--- config.mk ---
export PLATFORM = sky130hd
export DESIGN_NAME = mb_param
export DESIGN_NICKNAME = d
export VERILOG_FILES = /design/src/rtl/mb_param.sv
export SDC_FILE = /design/constraint.sdc
export NUM_CORES = 1
export LEC_CHECK = 0
export CAP_MARGIN = 20
export CORE_UTILIZATION = 65
export DETAILED_ROUTE_END_ITERATION = 10
export MAX_ROUTING_LAYER = met4
export PLACE_DENSITY = 0.85
export SYNTH_ARGS = -nofsm -noshare
export SYNTH_HDL_FRONTEND = slang
export SYNTH_SLANG_ARGS = --single-unit
--- constraint.sdc ---
create_clock -name clk -period 6.5 [get_ports clk]
set_input_delay 1.3 -clock clk [delete_from_list [all_inputs] [get_ports clk]]
set_output_delay 1.3 -clock clk [all_outputs]
set_load 0.02 [all_outputs]
--- src/rtl/mb_param.sv ---
// mb_param: metadata buffer between queue selection and transmit scheduling.
// Holds QNUM first-word-fall-through queues in register arrays. Each queue exposes
// its head word, empty/full flags and fill level. A read request pops one queue
// (the lowest requesting index) and emits a registered, queue-tagged word.
// Optional feature macro: MB_DROP_CNT_EN adds saturating per-queue overflow drop
// counters on out_drop_cnt.
module mb_param #(
  parameter int QNUM  = 4,
  parameter int MD_W  = 16,
  parameter int OUT_W = 8,
  parameter int DEPTH = 16
) (
  input  logic                                    clk,
  input  logic                                    srst,
  input  logic [QNUM*MD_W-1:0]                    in_md,
  input  logic [QNUM-1:0]                         in_md_wr,
  input  logic [QNUM-1:0]                         in_rden,
  output logic [QNUM*MD_W-1:0]                    out_head,
  output logic [QNUM-1:0]                         out_empty,
  output logic [QNUM-1:0]                         out_full,
  output logic [QNUM*($clog2(DEPTH)+1)-1:0]       out_used_cnt,
  output logic [OUT_W-1:0]                        out_md,
  output logic                                    out_md_wr,
  output logic [((QNUM > 1) ? $clog2(QNUM) : 1)-1:0] out_md_qid,
  output logic                                    out_rd_err
`ifdef MB_DROP_CNT_EN
  ,
  output logic [QNUM*16-1:0]                      out_drop_cnt
`endif
);

  localparam int AW = $clog2(DEPTH);
  localparam int CW = AW + 1;
  localparam int QW = (QNUM > 1) ? $clog2(QNUM) : 1;

  // Queue state
  logic [MD_W-1:0] mem_q    [QNUM][DEPTH];
  logic [AW-1:0]   rd_ptr_q [QNUM];
  logic [AW-1:0]   rd_ptr_d [QNUM];
  logic [AW-1:0]   wr_ptr_q [QNUM];
  logic [AW-1:0]   wr_ptr_d [QNUM];
  logic [CW-1:0]   cnt_q    [QNUM];
  logic [CW-1:0]   cnt_d    [QNUM];

  // Output register state
  logic [OUT_W-1:0] md_q, md_d;
  logic             md_wr_q, md_wr_d;
  logic [QW-1:0]    qid_q, qid_d;
  logic             rd_err_q, rd_err_d;

  // Combinational helpers
  logic [MD_W-1:0]  head_s [QNUM];
  logic [QNUM-1:0]  grant_s;
  logic [QNUM-1:0]  pop_s;
  logic [QNUM-1:0]  wr_acc_s;
  logic [QNUM-1:0]  drop_s;
  logic             collide_s;
  logic             valid_pop_s;

  // Head words and status flags, derived only from registered state
  always_comb begin
    out_head     = {(QNUM*MD_W){1'b0}};
    out_empty    = {QNUM{1'b0}};
    out_full     = {QNUM{1'b0}};
    out_used_cnt = {(QNUM*CW){1'b0}};
    for (int q = 0; q < QNUM; q++) begin
      if (cnt_q[q] != {CW{1'b0}}) begin
        head_s[q] = mem_q[q][rd_ptr_q[q]];
      end else begin
        head_s[q] = {MD_W{1'b0}};
      end
      out_head[q*MD_W +: MD_W] = head_s[q];
      out_empty[q]             = (cnt_q[q] == {CW{1'b0}});
      out_full[q]              = (cnt_q[q] == CW'(DEPTH));
      out_used_cnt[q*CW +: CW] = cnt_q[q];
    end
  end

  // Read arbitration: lowest requesting index wins; empty winner is not popped
  always_comb begin
    grant_s     = in_rden & (~in_rden + {{(QNUM-1){1'b0}}, 1'b1});
    collide_s   = ((in_rden & ~grant_s) != {QNUM{1'b0}});
    pop_s       = {QNUM{1'b0}};
    md_d        = {OUT_W{1'b0}};
    qid_d       = {QW{1'b0}};
    for (int q = 0; q < QNUM; q++) begin
      pop_s[q] = grant_s[q] && (cnt_q[q] != {CW{1'b0}});
      if (pop_s[q]) begin
        md_d  = head_s[q][OUT_W-1:0];
        qid_d = QW'(q);
      end else begin
        md_d  = md_d;
        qid_d = qid_d;
      end
    end
    valid_pop_s = (pop_s != {QNUM{1'b0}});
    md_wr_d     = valid_pop_s;
    // Any losing request, or a winning request on an empty queue, is an error
    rd_err_d    = collide_s || ((in_rden != {QNUM{1'b0}}) && !valid_pop_s);
  end

  // Per-queue write acceptance and next pointer/count values
  always_comb begin
    for (int q = 0; q < QNUM; q++) begin
      wr_acc_s[q] = in_md_wr[q] && ((cnt_q[q] != CW'(DEPTH)) || pop_s[q]);
      drop_s[q]   = in_md_wr[q] && !wr_acc_s[q];
      if (pop_s[q]) begin
        rd_ptr_d[q] = rd_ptr_q[q] + AW'(1);
      end else begin
        rd_ptr_d[q] = rd_ptr_q[q];
      end
      if (wr_acc_s[q]) begin
        wr_ptr_d[q] = wr_ptr_q[q] + AW'(1);
      end else begin
        wr_ptr_d[q] = wr_ptr_q[q];
      end
      case ({wr_acc_s[q], pop_s[q]})
        2'b10:   cnt_d[q] = cnt_q[q] + CW'(1);
        2'b01:   cnt_d[q] = cnt_q[q] - CW'(1);
        default: cnt_d[q] = cnt_q[q];
      endcase
    end
  end

  // Queue storage; contents need no reset because counts gate visibility
  always_ff @(posedge clk) begin
    if (!srst) begin
      for (int q = 0; q < QNUM; q++) begin
        if (wr_acc_s[q]) begin
          mem_q[q][wr_ptr_q[q]] <= in_md[q*MD_W +: MD_W];
        end
      end
    end
  end

  // Pointer, count and output registers with synchronous reset
  always_ff @(posedge clk) begin
    if (srst) begin
      for (int q = 0; q < QNUM; q++) begin
        rd_ptr_q[q] <= {AW{1'b0}};
        wr_ptr_q[q] <= {AW{1'b0}};
        cnt_q[q]    <= {CW{1'b0}};
      end
      md_q     <= {OUT_W{1'b0}};
      md_wr_q  <= 1'b0;
      qid_q    <= {QW{1'b0}};
      rd_err_q <= 1'b0;
    end else begin
      for (int q = 0; q < QNUM; q++) begin
        rd_ptr_q[q] <= rd_ptr_d[q];
        wr_ptr_q[q] <= wr_ptr_d[q];
        cnt_q[q]    <= cnt_d[q];
      end
      md_q     <= md_d;
      md_wr_q  <= md_wr_d;
      qid_q    <= qid_d;
      rd_err_q <= rd_err_d;
    end
  end

  assign out_md     = md_q;
  assign out_md_wr  = md_wr_q;
  assign out_md_qid = qid_q;
  assign out_rd_err = rd_err_q;

`ifdef MB_DROP_CNT_EN
  logic [15:0] drop_cnt_q [QNUM];
  logic [15:0] drop_cnt_d [QNUM];

  // Saturating drop counters, stepped once per rejected write
  always_comb begin
    out_drop_cnt = {(QNUM*16){1'b0}};
    for (int q = 0; q < QNUM; q++) begin
      if (drop_s[q] && (drop_cnt_q[q] != 16'hFFFF)) begin
        drop_cnt_d[q] = drop_cnt_q[q] + 16'd1;
      end else begin
        drop_cnt_d[q] = drop_cnt_q[q];
      end
      out_drop_cnt[q*16 +: 16] = drop_cnt_q[q];
    end
  end

  // Drop counter registers, cleared only by reset
  always_ff @(posedge clk) begin
    if (srst) begin
      for (int q = 0; q < QNUM; q++) begin
        drop_cnt_q[q] <= 16'd0;
      end
    end else begin
      for (int q = 0; q < QNUM; q++) begin
        drop_cnt_q[q] <= drop_cnt_d[q];
      end
    end
  end
`else
  logic unused_drop_s;
  assign unused_drop_s = ^drop_s;
`endif

endmodule

==> impl_results.md <==
- Status: finished clean
- RR Startpoint: cnt_q[1][0]$_SDFFE_PP0P_
- Crit Reg-Reg Endpoint: cnt_q[1][4]$_SDFFE_PP0P_
- Vias per inst: 6.759
- Final Hold Vio Count: 0
- P_leak: 15.55 nW
- Area fraction of the dominant cell type after synthesis: 71.57%
- Most used DFF post-synth: edfxtp_1
- CP max stage delay: 0.91 ns
- Core box area: 64930 um^2
- DIE HEIGHT: 259.1 um
- Share of cells above drive strength 1: 23.74%
- Post-CTS setup buffer count: 0
- CTS Buf Count: 102
- Setup crit end kind: output port
- CP cell instances: buf_4 > mux4_2 > a22o_1 > a221oi_1 > nor2_1 > clkdlybuf4s50_1
- Setup TNS: 0 ns
- DRT Pass-1 Iters: 8
- Flop pwr share: 49.4%
- Setup crit start: rd_ptr_q[3][0]$_SDFFE_PP0P_
- ANT nets after route: 0
- Reg2Reg Depth: 11
- Hold path depth: 2
- Root Buffer: clkbuf_16
- Sequential area share after synthesis: 74.55%
- TritonCTS clock tree: built
- Maximum clock rate: 181.5 MHz
- Dominant cells by area after synthesis: edfxtp_1 (72%), mux4_2 (14%), dfxtp_1 (3.0%), nor2_1 (1.4%), mux2i_1 (1.2%)
- FP Rows: 93
- Hold Slack: 0.4723 ns
- Worst EP required: 5.20 ns
- CP max-delay cell: dfxtp_4
- Crit-path max FO: 43
- H-tree Lvls: 3
- Worst slew margin: 24.50%
- Drt wl/cell: 30.81 um
- # resized after CTS: 0
- Synth Net Count: 2220
- Sw Ratio: 24.52%
- Mapped Area: 42960 um^2
- Port Buffers: 177
- Setup-failing EPs final: 0
- Via count: 22370
- P&R area growth vs syn: 14.98%
- Die Wd: 259.1 um
- Synth warn: 0
- Reg clk slew, reported paths: 0.06 ns
- Fin cells: 3310
- Die area: 67130 um^2
- Post-synth EDFFs: 1024
- Setup Crit Path Kind: reg -> out
- Number of max-cap violations: 0
- Data arrival, critical path: 4.21 ns
- WHS Endpoint: rd_ptr_q[3][1]$_SDFFE_PP0P_
- First-pass GRT wire length: 149.9 mm
- Mapped Cells: 2107
- Largest net degree at the start of global routing: 50
- Slew Limit Fails: 0
- Ports: 178
- GP Congestion: 0.8705
- Initial Util: 66.17%
- Gr ovfl total: 0
- HP Start: rd_ptr_q[3][1]$_SDFFE_PP0P_
- Gate power share: 13.7%
- Top cell type by total area after synthesis: edfxtp_1
- Post-synthesis register bit count: 1088
- Clk network pwr share: 36.9%
- VDD IR max: 0.0003580 V
- Syn_area_per_cell: 20.39 um^2
- Starting DRC count in detailed routing: 2930
- Async set-reset flop share out of synthesis: 0%
- Unrepaired setup endpoints after global routing: no
- Kind of start point of the critical path: register
- Final nets: 2473
- Core Util, Final: 76.08%
- WL final: 102.0 mm
- Hold Buf Count CTS: 0
- Final period util: 84.78%
- Clk sink count: 1088
- Worst R2R Setup Slack: 2.56 ns
- Clock Skew: 0.03153 ns
- Internal power: 0.01222 W
- Clk buf depth: 3
- Detailed Place HPWL: 60.16 mm
- Clk Latency, worst-skew pair: 0.67 ns
- Pwr/cell area: 327.6 nW/um^2
- Switching power: 0.003968 W
- Synth unique cells: 64
- Vias in the first global route: 23060
- Remaining DRCs: 0
- Fin crit period: 5.510 ns
- Initial antenna violation count: 7
- Slew @ Worst Pin: 1.133 ns
- Total GRT Usage: 32.21%
- Placed cells: 3111
- Min-Delay Path Class: reg -> reg
power by group through the flow:
stage               sequential, W  combinational (W)  clock (W)
global route              0.00802            0.00233    0.00626
finish                    0.00799            0.00222    0.00597
floorplan                 0.00802            0.00135          0
global placement          0.00813            0.00213          0
CTS                       0.00799            0.00221    0.00600
detailed placement        0.00814            0.00218          0
cell type report:
class | instances | area [um^2]
clock inverter | 66 | 668.1
multi-input combinational | 881 | 10380
sequential | 1088 | 32060
timing repair buffer | 261 | 2410
inverter | 26 | 105.1
tap | 855 | 1070
clock buffer | 125 | 2690
antenna | 8 | 20.02
fill | 3342 | 15530
logic make-up after synthesis:
group | synth area share, %
xor gates and xnor gates | 0.7339
adders and majority gates | 1.206
and+or+nand+nor | 3.430
DFF | 74.55
AOI/OAI and AO/OA | 2.368
muxes | 16.24
buffers and inverters | 1.474
layout by cell type, fill, tap and decap left out, drive strengths merged, types with 10 or more instances in the layout:
master | Yosys | final
mux2 | 31 | 31
nor2b | 40 | 40
a211oi | 13 | 13
and2 | 10 | 10
xor2 | 16 | 16
clkinv | 0 | 45
a21oi | 33 | 33
o221ai | 10 | 10
clkbuf | 38 | 125
inv | 26 | 29
o21ai | 16 | 16
buf | 74 | 85
dfxtp | 64 | 64
ha | 35 | 35
nand2b | 13 | 13
clkdlybuf4s50 | 0 | 176
edfxtp | 1024 | 1024
mux4 | 271 | 271
nor2 | 157 | 157
nor3 | 19 | 19
mux2i | 52 | 52
bufinv | 0 | 12
xnor2 | 20 | 20
nand2 | 43 | 43
flip-flops by register name (all words and copies together), names as in the netlist:
| name | cells |
|---|---|
| mem_q | 1024 |
| cnt_q | 20 |
| rd_ptr_q | 16 |
| wr_ptr_q | 16 |
| out_md | 8 |
| out_md_qid | 2 |
| out_md_wr | 1 |
| out_rd_err | 1 |
synth_stat cells, types with 14 or more instances:
cell and instances:
edfxtp_1 1024, mux4_2 271, nor2_1 157, dfxtp_1 64, mux2i_1 51, buf_2 46, nand2_1 43, nor2b_1 40
clkbuf_1 38, ha_1 35, a21oi_1 32, mux2_2 31, inv_1 24, buf_1 21, xnor2_1 20, nor3_1 19
xor2_1 16, o21ai_0 14
worst max path at each step:
stage	endpoint	slack, ns	depth (start not counted)
floorplan	mem_q[2][224]$_DFFE_PP_	2.28	7
finish	out_head[49]	0.99	6
global placement	cnt_q[2][4]$_SDFFE_PP0P_	1.64	11
CTS	out_head[49]	0.96	6
detailed placement	cnt_q[2][4]$_SDFFE_PP0P_	1.55	11
global route	out_head[49]	0.77	6
critical path: cells and delay by family, from the launching register on:
kind	cells	cell delay [ns]
DFF	1	0.91
muxes	1	0.53
and+or+nand+nor	1	0.13
AOI/OAI and AO/OA	2	0.99
buffers and inverters	2	0.95
per-layer routing:
metal | GRT usage [%] | part of all wire [%]
met1 | 41.53 | 36
met2 | 51.81 | 51
met3 | 6.395 | 10
met4 | 11.32 | 3.4
met5 | - | 0
stage by stage:
step	setup WS, ns	instance area [um^2]	power, W
2_1_floorplan	2.276	42970	0.009367
3_3_place_gp	1.642	46020	0.01026
3_5_place_dp	1.555	46020	0.01032
4_1_cts	0.9577	49380	0.01621
5_1_grt	0.7699	49390	0.01661
6_report	0.9895	49400	0.01618
No activity file was read; power rests on OpenSTA's default activity.
